--- config.mk ---
export PLATFORM = sky130hd
export DESIGN_NAME = nonrestoring_divider
export DESIGN_NICKNAME = d
export VERILOG_FILES = /design/src/rtl/nonrestoring_divider.sv
export SDC_FILE = /design/constraint.sdc
export NUM_CORES = 1
export LEC_CHECK = 0
export BUFFER_PORTS_ARGS = -buffer_cell sky130_fd_sc_hd__buf_4
export CORE_MARGIN = 2
export CORE_UTILIZATION = 40
export DETAILED_ROUTE_END_ITERATION = 10
export SYNTH_ARGS = -nofsm -noshare
export SYNTH_HDL_FRONTEND = slang
export SYNTH_SLANG_ARGS = --single-unit
--- constraint.sdc ---
create_clock -name clk -period 3.4 [get_ports clk]
set_input_delay 0.51 -clock clk [delete_from_list [all_inputs] [get_ports clk]]
set_output_delay 0.51 -clock clk [all_outputs]
set_load 0.005 [all_outputs]
--- src/rtl/nonrestoring_divider.sv ---
// Sequential unsigned divider: 2W-bit dividend / W-bit divisor, one quotient bit per clock.
// Operands arrive serially on inbus (D_lo, D_hi, V); result is {remainder, quotient} on outbus.
module nonrestoring_divider #(
   parameter int W = 8
) (
   input  logic           clk,
   input  logic           rst,
   input  logic           start,
   input  logic [W-1:0]   inbus,
   output logic [2*W-1:0] outbus,
   output logic           stop,
   output logic           err
);

   localparam int CW = $clog2(W + 1);

   typedef enum logic [2:0] {IDLE, LD_HI, LD_DV, CHECK, ITER, FIX, DONE} state_t;

   state_t        state, state_nxt;
   logic [W-1:0]  d_lo, d_hi, v, q;
   logic [W+1:0]  r;
   logic [CW-1:0] cnt;

   logic          div_err;
   logic [W+1:0]  vx, t, r_step;
   logic [W-1:0]  rem;

   // r is a two's-complement partial remainder; its MSB is the sign.
   always_comb begin
      vx      = {2'b00, v};
      t       = {r[W:0], q[W-1]};
      r_step  = r[W+1] ? (t + vx) : (t - vx);
      rem     = r[W+1] ? (r[W-1:0] + v) : r[W-1:0];
      div_err = (v == '0) || (d_hi >= v);
   end

   always_ff @(posedge clk or negedge rst) begin
      if (!rst) state <= IDLE;
      else      state <= state_nxt;
   end

   always_comb begin
      state_nxt = state;
      unique case (state)
         IDLE:    if (start) state_nxt = LD_HI;
         LD_HI:   state_nxt = LD_DV;
         LD_DV:   state_nxt = CHECK;
         CHECK:   state_nxt = div_err ? DONE : ITER;
         ITER:    if (cnt == CW'(W - 1)) state_nxt = FIX;
         FIX:     state_nxt = DONE;
         DONE:    if (start) state_nxt = LD_HI;
         default: state_nxt = IDLE;
      endcase
   end

   always_ff @(posedge clk or negedge rst) begin
      if (!rst) begin
         d_lo   <= '0;
         d_hi   <= '0;
         v      <= '0;
         q      <= '0;
         r      <= '0;
         cnt    <= '0;
         outbus <= '0;
         stop   <= 1'b0;
         err    <= 1'b0;
      end else begin
         unique case (state)
            IDLE, DONE: if (start) begin
               d_lo <= inbus;
               stop <= 1'b0;
               err  <= 1'b0;
            end
            LD_HI: d_hi <= inbus;
            LD_DV: v    <= inbus;
            CHECK: begin
               if (div_err) begin
                  outbus <= '1;
                  err    <= 1'b1;
                  stop   <= 1'b1;
               end else begin
                  r   <= {2'b00, d_hi};
                  q   <= d_lo;
                  cnt <= '0;
               end
            end
            ITER: begin
               r   <= r_step;
               q   <= {q[W-2:0], ~r_step[W+1]};
               cnt <= cnt + CW'(1);
            end
            FIX: begin
               outbus <= {rem, q};
               err    <= 1'b0;
               stop   <= 1'b1;
            end
            default: ;
         endcase
      end
   end

endmodule
# After elaboration in Yosys (flattened, before gate mapping)
# Index checks and enable logic that the tools add are counted.
[classes]
mux = 18
n_lt_le_gt_ge = 1
reduce_logical = 12
n_bitwise = 1
addsub = 4
n_eq_ne = 11
[op_table]
columns = ["operator", "n"]
rows = [
  ["$pmux W16 S2", 1],
  ["$mux W10", 2],
  ["$pmux W10 S2", 1],
  ["$pmux W3 S6", 1],
  ["$mux W16", 1],
  ["$mux W8", 2],
  ["$pmux W8 S2", 1],
  ["$add A10 B8 Y10", 1],
  ["$sub A10 B8 Y10", 1],
  ["$eq A3 B3 Y1 const B", 3],
  ["$add A8 B8 Y8", 1],
  ["$ge A8 B8 Y1", 1],
  ["$logic_not A8 Y1", 1],
  ["$pmux W4 S2", 1],
  ["$reduce_and A2 Y1", 4],
  ["$eq A3 B2 Y1 const B", 2],
  ["$mux W3", 2],
  ["$ne A2 B2 Y1 const B", 3],
  ["$pmux W1 S3", 2],
  ["$add A4 B1 Y4 const B", 1],
  ["$eq A4 B3 Y1 const B", 1],
  ["$mux W4", 1],
  ["$reduce_bool A2 Y1", 2],
  ["$eq A3 B1 Y1 const B", 1],
  ["9 further kinds", 10],
]
[totals]
reg_bits = 67
output_inout_bits = 18
input_bits = 11
word_cells = 57

# Longest topological paths before layout
# Gate-level depths: netlist of run 1.
[logic_depth]
word_depth = 4
ltp_mapped = 11
depth_no_buf = 11

# Least setup slack after synthesis of run 1
# Ideal clock, no wire load.
[synth_path]
kind = "flip-flop to flip-flop"
start = "register v[1]"
end = "register r[9]"
setup_slack_ns = 0.819
t_required_ns = 3.282
period_less_slack_ns = 2.581
path_buffers = 0
path_stages_with_launch = 12
setup_ns = 0.118
arrival_ns = 2.463
cell_sequence = "dfrtp_1 -> inv_1 -> ha_1 -> a31oi_1 -> xnor2_1 -> ha_1 -> or2_2 -> a211oi_1 -> o31ai_1 -> xnor2_1 -> nor2_1 -> a21o_1"
[synth_between]
elab_chain_len = 4
word_cells_on_any_way = 9
cone_classes = "2 x add/sub; 1 x order compare; 1 x eq/ne; 2 x mux; 3 x reduce/logical"
[synth_rtl]
columns = ["item", "line_no", "source"]
rows = [
  ["start, declared", "20", "logic [W-1:0] d_lo, d_hi, v, q;"],
  ["start signal, assigned", "75", "LD_DV: v <= inbus;"],
  ["branches (longest 4 deep; another with $sub A10 B8 Y10)", "-", ""],
  ["end signal, assigned", "82", "r <= {2'b00, d_hi};"],
  ["end signal, assigned", "88", "r <= r_step;"],
  ["end, declared", "21", "logic [W+1:0] r;"],
]
# Parallel ways; which one is timed is not known.
# A chain may end at the register's enable or synchronous reset.

# Final worst setup path of run 1
# Ends and elaborated chain as after synthesis.

==> results of run 1 <==
## worst reg2reg max path: stages, from the launching register on
cell      delay (ps)
dfrtp_1          400
inv_1            200
ha_1             290
a31oi_1          130
xnor2_1          150
ha_1             320
or2_2            310
a211oi_1         470
o31ai_1          170
xnor2_1          170
nor2_1            60
a21o_1           190
## per-layer routing
layer	vias up	track usage (%)
met1	1453	25.5
met4	0	6.58
met3	15	4.00
met5	-	0
met2	61	29.5
li1	1442	-
## where the power goes
part           leakage, nW  switching (W)  internal (W)  total [W]
Clock                0.102       0.000319      0.000358   0.000677
Sequential           0.797       0.000396       0.00119    0.00159
Combinational         1.07        0.00170       0.00154    0.00325
## final cells by class
type                       instances  area [um2]  share of cell area, %
inverter                          13        48.8                   1.10
clock buffer                      10         138                   3.11
clock inverter                     6        65.1                   1.47
sequential                        67        1680                   37.9
timing repair buffer              32         240                   5.43
multi-input combinational        289        2090                   47.3
tap                              133         166                   3.76
## sequential cells by signal, indices dropped and copies added, names as in the netlist
name,flops
cnt,4
d_hi,8
d_lo,8
err,1
outbus,16
q,8
r,10
state,3
stop,1
v,8
## layout by cell type, fill, tap and decap left out, drive strengths merged, types with 3 or more instances in the layout
cell and count:
a22o 7, xor2 6, mux2 17, mux2i 6
a31oi 15, nor2 36, clkinv 4, a21oi 19
inv 13, and3 3, nand2 42, o22a 9
xnor2 12, nand2b 4, dfrtp 67, clkbuf 10
nand3 6, a211oi 3, nor2b 5, a21o 10
buf 32, nor3 7, o21ai 28, ha 26
## logic make-up (layout without fill, tap and decap cells)
kind of cell | count (synthesis) | in the layout
multiplexers | 23 | 23
AND/OR/NAND/NOR | 115 | 115
adder cells (fa/ha/maj) | 28 | 28
AO/OA/AOI/OAI | 105 | 105
flip-flops | 67 | 67
buffers and inverters | 28 | 61
XOR/XNOR | 18 | 18
## per-stage QoR
step | utilization, % | cells
floorplan | - | 384
global placement | 43.8 | 534
detailed placement | 43.8 | 534
CTS | 45.9 | 550
global route | 45.9 | 550
finish | 45.9 | 550
## worst paths after layout
path | start | end | slack [ps] | depth (start not counted)
worst max-delay path | v[1] | r[9] | 430 | 11
worst min register to register | outbus[7] | outbus[7] | 510 | 1
max in group asynchronous | rst | err | 2570 | 1
worst min-delay path | rst | r[0] | 260 | 1
worst max register to register | v[1] | r[9] | 430 | 11
min in group clk | inbus[4] | v[4] | 390 | 3
## cells in the mapped netlist (6+ instances only)
library cell	number
dfrtp_1	67
mux2i_1	6
nor2_1	34
xor2_1	6
nand2_1	35
xnor2_1	12
a31oi_2	7
nand2_2	7
inv_1	13
o21ai_0	27
a21o_1	10
a21oi_1	18
ha_1	26
mux2_2	17
a22o_1	7
o22a_1	9
clkbuf_1	9
a31oi_1	8
nand3_1	6
==> flow_metrics.tcl, run 1 <==
set metrics [dict create \
    setup_tns_ps 0 \
    numCtsBuffers 9 \
    synth-warning-count 0 \
    max_slew_margin_pct 32.0 \
    die_h_um 103 \
    synth_top_area_share_pct 42.9 \
    syn_nets 423 \
    synthTopCellsByArea "dfrtp_1 (43%), ha_1 (8.3%), mux2_2 (4.9%)" \
    cpMaxStageDelayCell "a211oi_1" \
    synth_edf_count 0 \
    drc 0 \
    io_buffers 28 \
    clockBufferDepth 2 \
    setup_viol 0 \
    gp_congestion 0.897 \
    synth_top_family_by_area "compound AO/OA/AOI/OAI gates" \
    ys_types 56 \
    nNetsFinal 451 \
    first_pass_iters 4 \
    crit_fanout 7 \
    worstSkewPairLatency_ps 350 \
    ctsHoldBuffers 0 \
    place_hpwl_um 6670 \
    drive_gt1_share_pct 21.6 \
    cp_cell_sequence "inv_1 -> ha_1 -> a31oi_1 -> xnor2_1 -> ha_1 -> or2_2 -> a211oi_1 -> o31ai_1 -> xnor2_1 -> nor2_1 -> a21o_1" \
    ctsHtreeMaxLevel 3 \
    cts_tree "built" \
    place_ws_ps 493 \
    start_util_pct 40.5 \
    grt_use_total_pct 18.7 \
    area_growth_pct 13.4 \
    grt_overflow 0 \
    p_total_w 0.00551 \
    yosys.area.top_type "dfrtp_1" \
    yosys.area_share.adder_pct 9.35 \
    dr_wl_met2_um 4150 \
    critPathKind "register to register" \
    p_leak_nw 1.97 \
    synth.avg_cell_area_um2 10.2 \
    start_kind "register" \
    ant_nets 0 \
    vias_per_cell 5.40 \
    maxCapViolCount 0 \
    wl_per_cell_um 16.6 \
    finalClockSkew_ps 7.40 \
    wl_met3_um 355 \
    fillers 997 \
    period_share_pct 87.5 \
    synth-xor-area-share_pct 4.04 \
    cts_setup_buffers 0 \
    routed.top_layer "met4" \
    min_path_type "input pin to asynchronous set/reset pin" \
    placed_area_um2 4230 \
    critPathArrivalTime_ps 3210 \
    m1WireLength_um 4440 \
    final_max_slew_viol_count 0 \
    path_clk_slew_ps 80 \
    ir_worst_vdd_uv 475 \
    final-hold-violation-count 0 \
    antenna_found_initial 0 \
    core_um2 9640 \
    rsz0062_at_grt "no" \
    grt_pass1_wl_um 14900 \
    grt_pass1_vias 2950 \
    synthArstFlopShare_pct 100 \
    ctsResizeCount 0 \
    min_period_ps 2970 \
    status "complete, no violations" \
    ios 29 \
    muxShareOfSynthArea_pct 6.44 \
    crit_buf_inv 1 \
    num_rows 36 \
    synth_cells 384 \
    synth_area_um2 3910 \
    worstMarginPinSlew_ps 1020 \
    synth-seq-cells 67 \
    synthSimpleGateAreaFrac_pct 14.5 \
    clkSinkCount 67 \
    cp-end-kind "register" \
    cts-root-buf "clkbuf_8" \
    crit_family "compound AO/OA/AOI/OAI gates" \
    fmax_ghz 0.336 \
    dieArea_um2 10600 \
    finalWirelength_um 9130 \
    drt_iter0_markers 148 \
    n_antenna_cell 0 \
    whs_ps 263 \
    synth_seq_area_share_pct 42.9 \
    grt_max_degree 68 \
    design_area_um2 4430 \
    synth_ff_type "dfrtp_1" \
    slowest_delay_ps 470 \
    synth_compound_area_share_pct 19.3 \
    vias 2971 \
    required_ps 3640 \
    die_w_um 103 \
    fin_ws_ps 426 \
    power.density_nw_per_um2 1250 \
]
Power figures use the tool's default switching activity.
==> inputs of run 2 (changes only) <==
==> constraint.sdc (replaced) <==
create_clock -name clk -period 3 [get_ports clk]
set_input_delay 0.45 -clock clk [delete_from_list [all_inputs] [get_ports clk]]
set_output_delay 0.45 -clock clk [all_outputs]
set_load 0.005 [all_outputs]
==> run 2 against run 1 <==
  * First-iteration DRC count fell by 8.8%
  * Count of clock-buffer cells in the layout did not move
  * Design area rose by 1.1%
  * Non-clock buffer count rose by 2
  * Power grew 16%
  * Largest cell class unchanged
==> flow_metrics.tcl, run 2 (synthesis gave the netlist of run 1 again) <==
set metrics [dict create \
    start_kind "register" \
    finish.utilization_pct 46.4 \
    cpMaxStageDelayCell "dfrtp_1" \
    rr_endpoint "r[9]" \
    routed.top_layer "met4" \
    placed_area_um2 4240 \
    die_w_um 103 \
    p_leak_nw 1.99 \
    reg_top3 "outbus (16), r (10)" \
    drc 0 \
    rsz0062_at_grt "no" \
    grt_max_degree 68 \
    finalClockSkew_ps 6.78 \
    max_slew_margin_pct 32.3 \
    rr_worst_depth 11 \
    drt_iter0_markers 135 \
    maxCapViolCount 0 \
    final_max_slew_viol_count 0 \
    regMostFlops "outbus" \
    fmax_ghz 0.360 \
    design_area_um2 4480 \
    period_share_pct 92.6 \
    place_hpwl_um 6480 \
    grt_pass1_vias 2796 \
    min_path_type "input pin to asynchronous set/reset pin" \
    num_rows 36 \
    ctsHoldBuffers 0 \
    crit_buf_inv 1 \
    dr_wl_met2_um 4130 \
    worstMarginPinSlew_ps 1020 \
    clockBufferDepth 2 \
    critPathCapture "r[9]" \
    ir_worst_vdd_uv 674 \
    wl_met3_um 432 \
    grt_use_total_pct 18.6 \
    setup_tns_ps 0 \
    start_util_pct 40.5 \
    final_common_cell "dfrtp_1" \
    rrSetupSlack_ps 220 \
    mostFrequentLayoutCells "dfrtp_1 (67), nand2_1 (35), nor2_1 (34), buf_4 (34), o21ai_0 (27)" \
    cp-end-kind "register" \
    min_period_ps 2780 \
    wl_per_cell_um 16.4 \
    die_h_um 103 \
    cp_cell_sequence "inv_1 -> ha_1 -> a31oi_1 -> xnor2_1 -> ha_1 -> or2_2 -> a211oi_2 -> o31ai_1 -> xnor2_1 -> nor2_1 -> a21o_1" \
    status "complete, no violations" \
    worstSkewPairLatency_ps 350 \
    ant_nets 0 \
    setup_viol 0 \
    clkSinkCount 67 \
    power.density_nw_per_um2 1430 \
    nNetsFinal 453 \
    area_growth_pct 14.6 \
    rr_startpoint "v[0]" \
    grt_pass1_wl_um 14700 \
    critPathLaunch "v[0]" \
    antenna_found_initial 0 \
    fin_ws_ps 223 \
    io_buffers 28 \
    critPathKind "register to register" \
    critPathArrivalTime_ps 3020 \
    required_ps 3240 \
    ios 29 \
    vias_per_cell 5.32 \
    numCtsBuffers 9 \
    finalWirelength_um 9040 \
    first_pass_iters 4 \
    largest_reg_flops 16 \
    ctsHtreeMaxLevel 3 \
    crit_family "compound AO/OA/AOI/OAI gates" \
    grt_overflow 0 \
    m1WireLength_um 4380 \
    place_ws_ps 125 \
    final-hold-violation-count 0 \
    dieArea_um2 10600 \
    slowest_delay_ps 410 \
    drive_gt1_share_pct 22.4 \
    path_clk_slew_ps 70 \
    core_um2 9640 \
    cts-root-buf "clkbuf_8" \
    cp.depth 11 \
    n_antenna_cell 0 \
    gp_congestion 0.932 \
    cts_tree "built" \
    crit_fanout 5 \
    vias 2936 \
]
## run 2: cell count changes in the layout (fill, tap and decap cells not counted), sizes merged
cell | previous run | this run
buf | 32 | 34
bufinv | 1 | 2
clkinv | 4 | 2
clkinvlp | 1 | 2
## run 2: final cells by class
cell class	instances	area, um2
Multi-Input combinational cell	289	2100
Sequential cell	67	1680
Tap cell	133	166
Inverter	13	48.8
Clock buffer	10	138
Timing Repair Buffer	34	255
Clock inverter	6	88.8
Fill cell	934	5160
## run 2: stage by stage
| step | std cells | power [W] | hold WS, ps |
|---|---|---|---|
| final | 552 | 0.00639 | 197 |
| after global routing | 552 | 0.00701 | 281 |
| after detailed placement | 536 | 0.00549 | 498 |
| after CTS | 552 | 0.00637 | 246 |
| after floorplan | 384 | 0.00457 | 154 |
| after global placement | 536 | 0.00542 | 490 |
## run 2: worst min path at each step
stage | start | to | slack [ps] | depth (start not counted)
3_3_place_gp | d_lo[0] | d_lo[0] | 490 | 1
3_5_place_dp | d_lo[6] | d_lo[6] | 500 | 1
4_1_cts | rst | outbus[8] | 250 | 1
2_1_floorplan | rst | cnt[0] | 150 | 0
5_1_grt | rst | outbus[9] | 280 | 1
6_report | rst | outbus[8] | 200 | 1
## run 2: per-layer routing
metal  vias to the layer above  track usage (%)
met1                      1419             26.3
met2                        67             28.7
met5                         -                0
li1                       1442                -
met3                         8             5.02
met4                         0             3.95
## run 2: report_power, final
| part | internal [W] | switching [W] |
|---|---|---|
| clock network | 0.000490 | 0.000357 |
| registers | 0.00135 | 0.000440 |
| logic | 0.00178 | 0.00197 |
## run 2: repair_timing
item,in CTS,in global routing
setup buffers,0,0
gates resized for setup,0,2
hold endpoints to repair,0,0
setup endpoints to repair,0,2
==> inputs of run 3 (changes only) <==
--- a/config.mk
+++ b/config.mk
@@ -9,6 +9,7 @@
 export CORE_MARGIN = 2
 export CORE_UTILIZATION = 40
 export DETAILED_ROUTE_END_ITERATION = 10
+export PLACE_DENSITY_LB_ADDON = 0.2
 export SYNTH_ARGS = -nofsm -noshare
 export SYNTH_HDL_FRONTEND = slang
 export SYNTH_SLANG_ARGS = --single-unit
==> run 3 against run 2 <==
  * Worst hold slack worse by 1.0 ps
  * Non-clock buffer count is 2 higher
  * Cell count is 0.36% higher
  * Clock power is 19% lower
  * Largest power group unchanged
  * Fmax is 0.31% higher
  * Register-to-register slack hardly changed
==> flow_metrics.tcl, run 3 (synthesis gave the netlist of run 1 again) <==
set metrics [dict create \
    status "complete, no violations" \
    grt_max_degree 68 \
    critPathArrivalTime_ps 3010 \
    use_met1_pct 26.6 \
    met2_usage_pct 29.8 \
    wl_per_cell_um 16.6 \
    critPathLaunch "v[0]" \
    numCtsBuffers 9 \
    setup_tns_ps 0 \
    start_util_pct 40.5 \
    final-hold-violation-count 0 \
    regMostFlops "outbus" \
    drive_gt1_share_pct 22.8 \
    cpMaxStageDelayCell "dfrtp_1" \
    fillers 948 \
    cts-root-buf "clkbuf_8" \
    worstMarginPinSlew_ps 977 \
    grt_pass1_wl_um 15100 \
    critPathKind "register to register" \
    core_um2 9640 \
    clockBufferDepth 2 \
    first_pass_iters 4 \
    n_antenna_cell 0 \
    fmax_ghz 0.361 \
    mostFrequentLayoutCells "dfrtp_1 (67), buf_4 (36), nand2_1 (35), nor2_1 (34), o21ai_0 (27)" \
    final_max_slew_viol_count 0 \
    place_hpwl_um 6750 \
    clkSinkCount 67 \
    die_h_um 103 \
    io_buffers 28 \
    dieArea_um2 10600 \
    start_kind "register" \
    rr_startpoint "v[0]" \
    worstSkewPairLatency_ps 360 \
    vias 2937 \
    cp-end-kind "register" \
    busiest_layer "met2" \
    drt_iter0_markers 123 \
    grt_pass1_vias 2981 \
    antenna_found_initial 0 \
    period_share_pct 92.3 \
    ios 29 \
    area_growth_pct 13.7 \
    slowest_delay_ps 410 \
    die_w_um 103 \
    cp_cell_sequence "inv_1 -> ha_1 -> a31oi_1 -> xnor2_1 -> ha_1 -> or2_2 -> a211oi_2 -> o31ai_1 -> xnor2_1 -> nor2_1 -> a21o_1" \
    p_leak_nw 1.97 \
    rsz0062_at_grt "no" \
    ant_nets 0 \
    finalClockSkew_ps 8.56 \
    grtUsageMet3_pct 4.34 \
    dpl.cell_count 538 \
    max_slew_margin_pct 34.9 \
    drc 0 \
    finalWirelength_um 9180 \
    maxCapViolCount 0 \
    grt_overflow 0 \
    ctsHtreeMaxLevel 3 \
    grt_use_total_pct 19.1 \
    setup_viol 0 \
    gp_congestion 0.842 \
    largest_reg_flops 16 \
    cts_tree "built" \
    min_path_type "input pin to asynchronous set/reset pin" \
    reg_top3 "outbus (16), r (10)" \
    ir_worst_vdd_uv 583 \
    nNetsFinal 455 \
    path_clk_slew_ps 80 \
    vias_per_cell 5.30 \
    ctsHoldBuffers 0 \
    required_ps 3240 \
    crit_fanout 5 \
    min_period_ps 2770 \
    final_common_cell "dfrtp_1" \
    stdcell_count 554 \
    power.density_nw_per_um2 1400 \
    num_rows 36 \
]
## run 3: cell types whose count changed in the layout (fill, tap and decap cells not counted), sizes merged
cell      previous run  this run
clkinv               2         3
inv                 13        14
clkbuf              10         9
buf                 34        36
clkinvlp             2         3
bufinv               2         0
## run 3: through the flow
stage	util [%]	power [W]	hold WS, ps	setup WS (ps)	cell area (um2)
3_3_place_gp	44.1	0.00542	490	241	4260
2_1_floorplan	-	0.00457	154	419	3910
6_report	46.1	0.00623	196	232	4440
5_1_grt	46.1	0.00685	268	15.5	4440
3_5_place_dp	44.1	0.00551	497	173	4260
4_1_cts	46.0	0.00622	242	128	4430
## run 3: path summary, 6_finish.rpt
check | end | slack (ps) | depth (start not counted)
min in group clk | v[4] | 340 | 3
max | r[9] | 230 | 11
max reg2reg | r[9] | 230 | 11
max in group asynchronous | d_lo[4] | 2240 | 1
min reg2reg | q[3] | 510 | 1
min | outbus[10] | 200 | 1
## run 3: routing by layer
metal  routed length (um)  vias up
li1                     -     1441
met1                 4370     1431
met2                 4330       53
met3                  344       12
met4                  132        0
met5                    0        -
## run 3: where the power goes
group          internal (W)  total [W]  leakage (nW)  switching (W)
Combinational       0.00179    0.00375          1.09        0.00196
Sequential          0.00135    0.00179         0.797       0.000438
Clock              0.000303   0.000688        0.0818       0.000385
Total               0.00345    0.00623          1.97        0.00278
## run 3: worst max-delay path, delay by kind of cell (launching register included)
family                     cells  cell delay [ps]
AOI/OAI and AO/OA              4              850
xor gates and xnor gates       2              330
adders and majority gates      2              560
buffers and inverters          1              110
DFF                            1              410
and+or+nand+nor                2              390
## run 3: what timing repair did
action / CTS / global route
endpoints found under the setup margin: 0 / 2
resized for setup: 0 / 2
hold endpoints to repair: 0 / 0
setup buffers: 0 / 0
## run 3: final cells by class
type,instances,area [um2],share of cell area (%)
clock buffer,9,124,2.79
clock inverter,7,53.8,1.21
inverter,13,48.8,1.10
multi-input combinational,289,2100,47.3
sequential,67,1680,37.7
tap,133,166,3.75
timing repair buffer,36,270,6.08
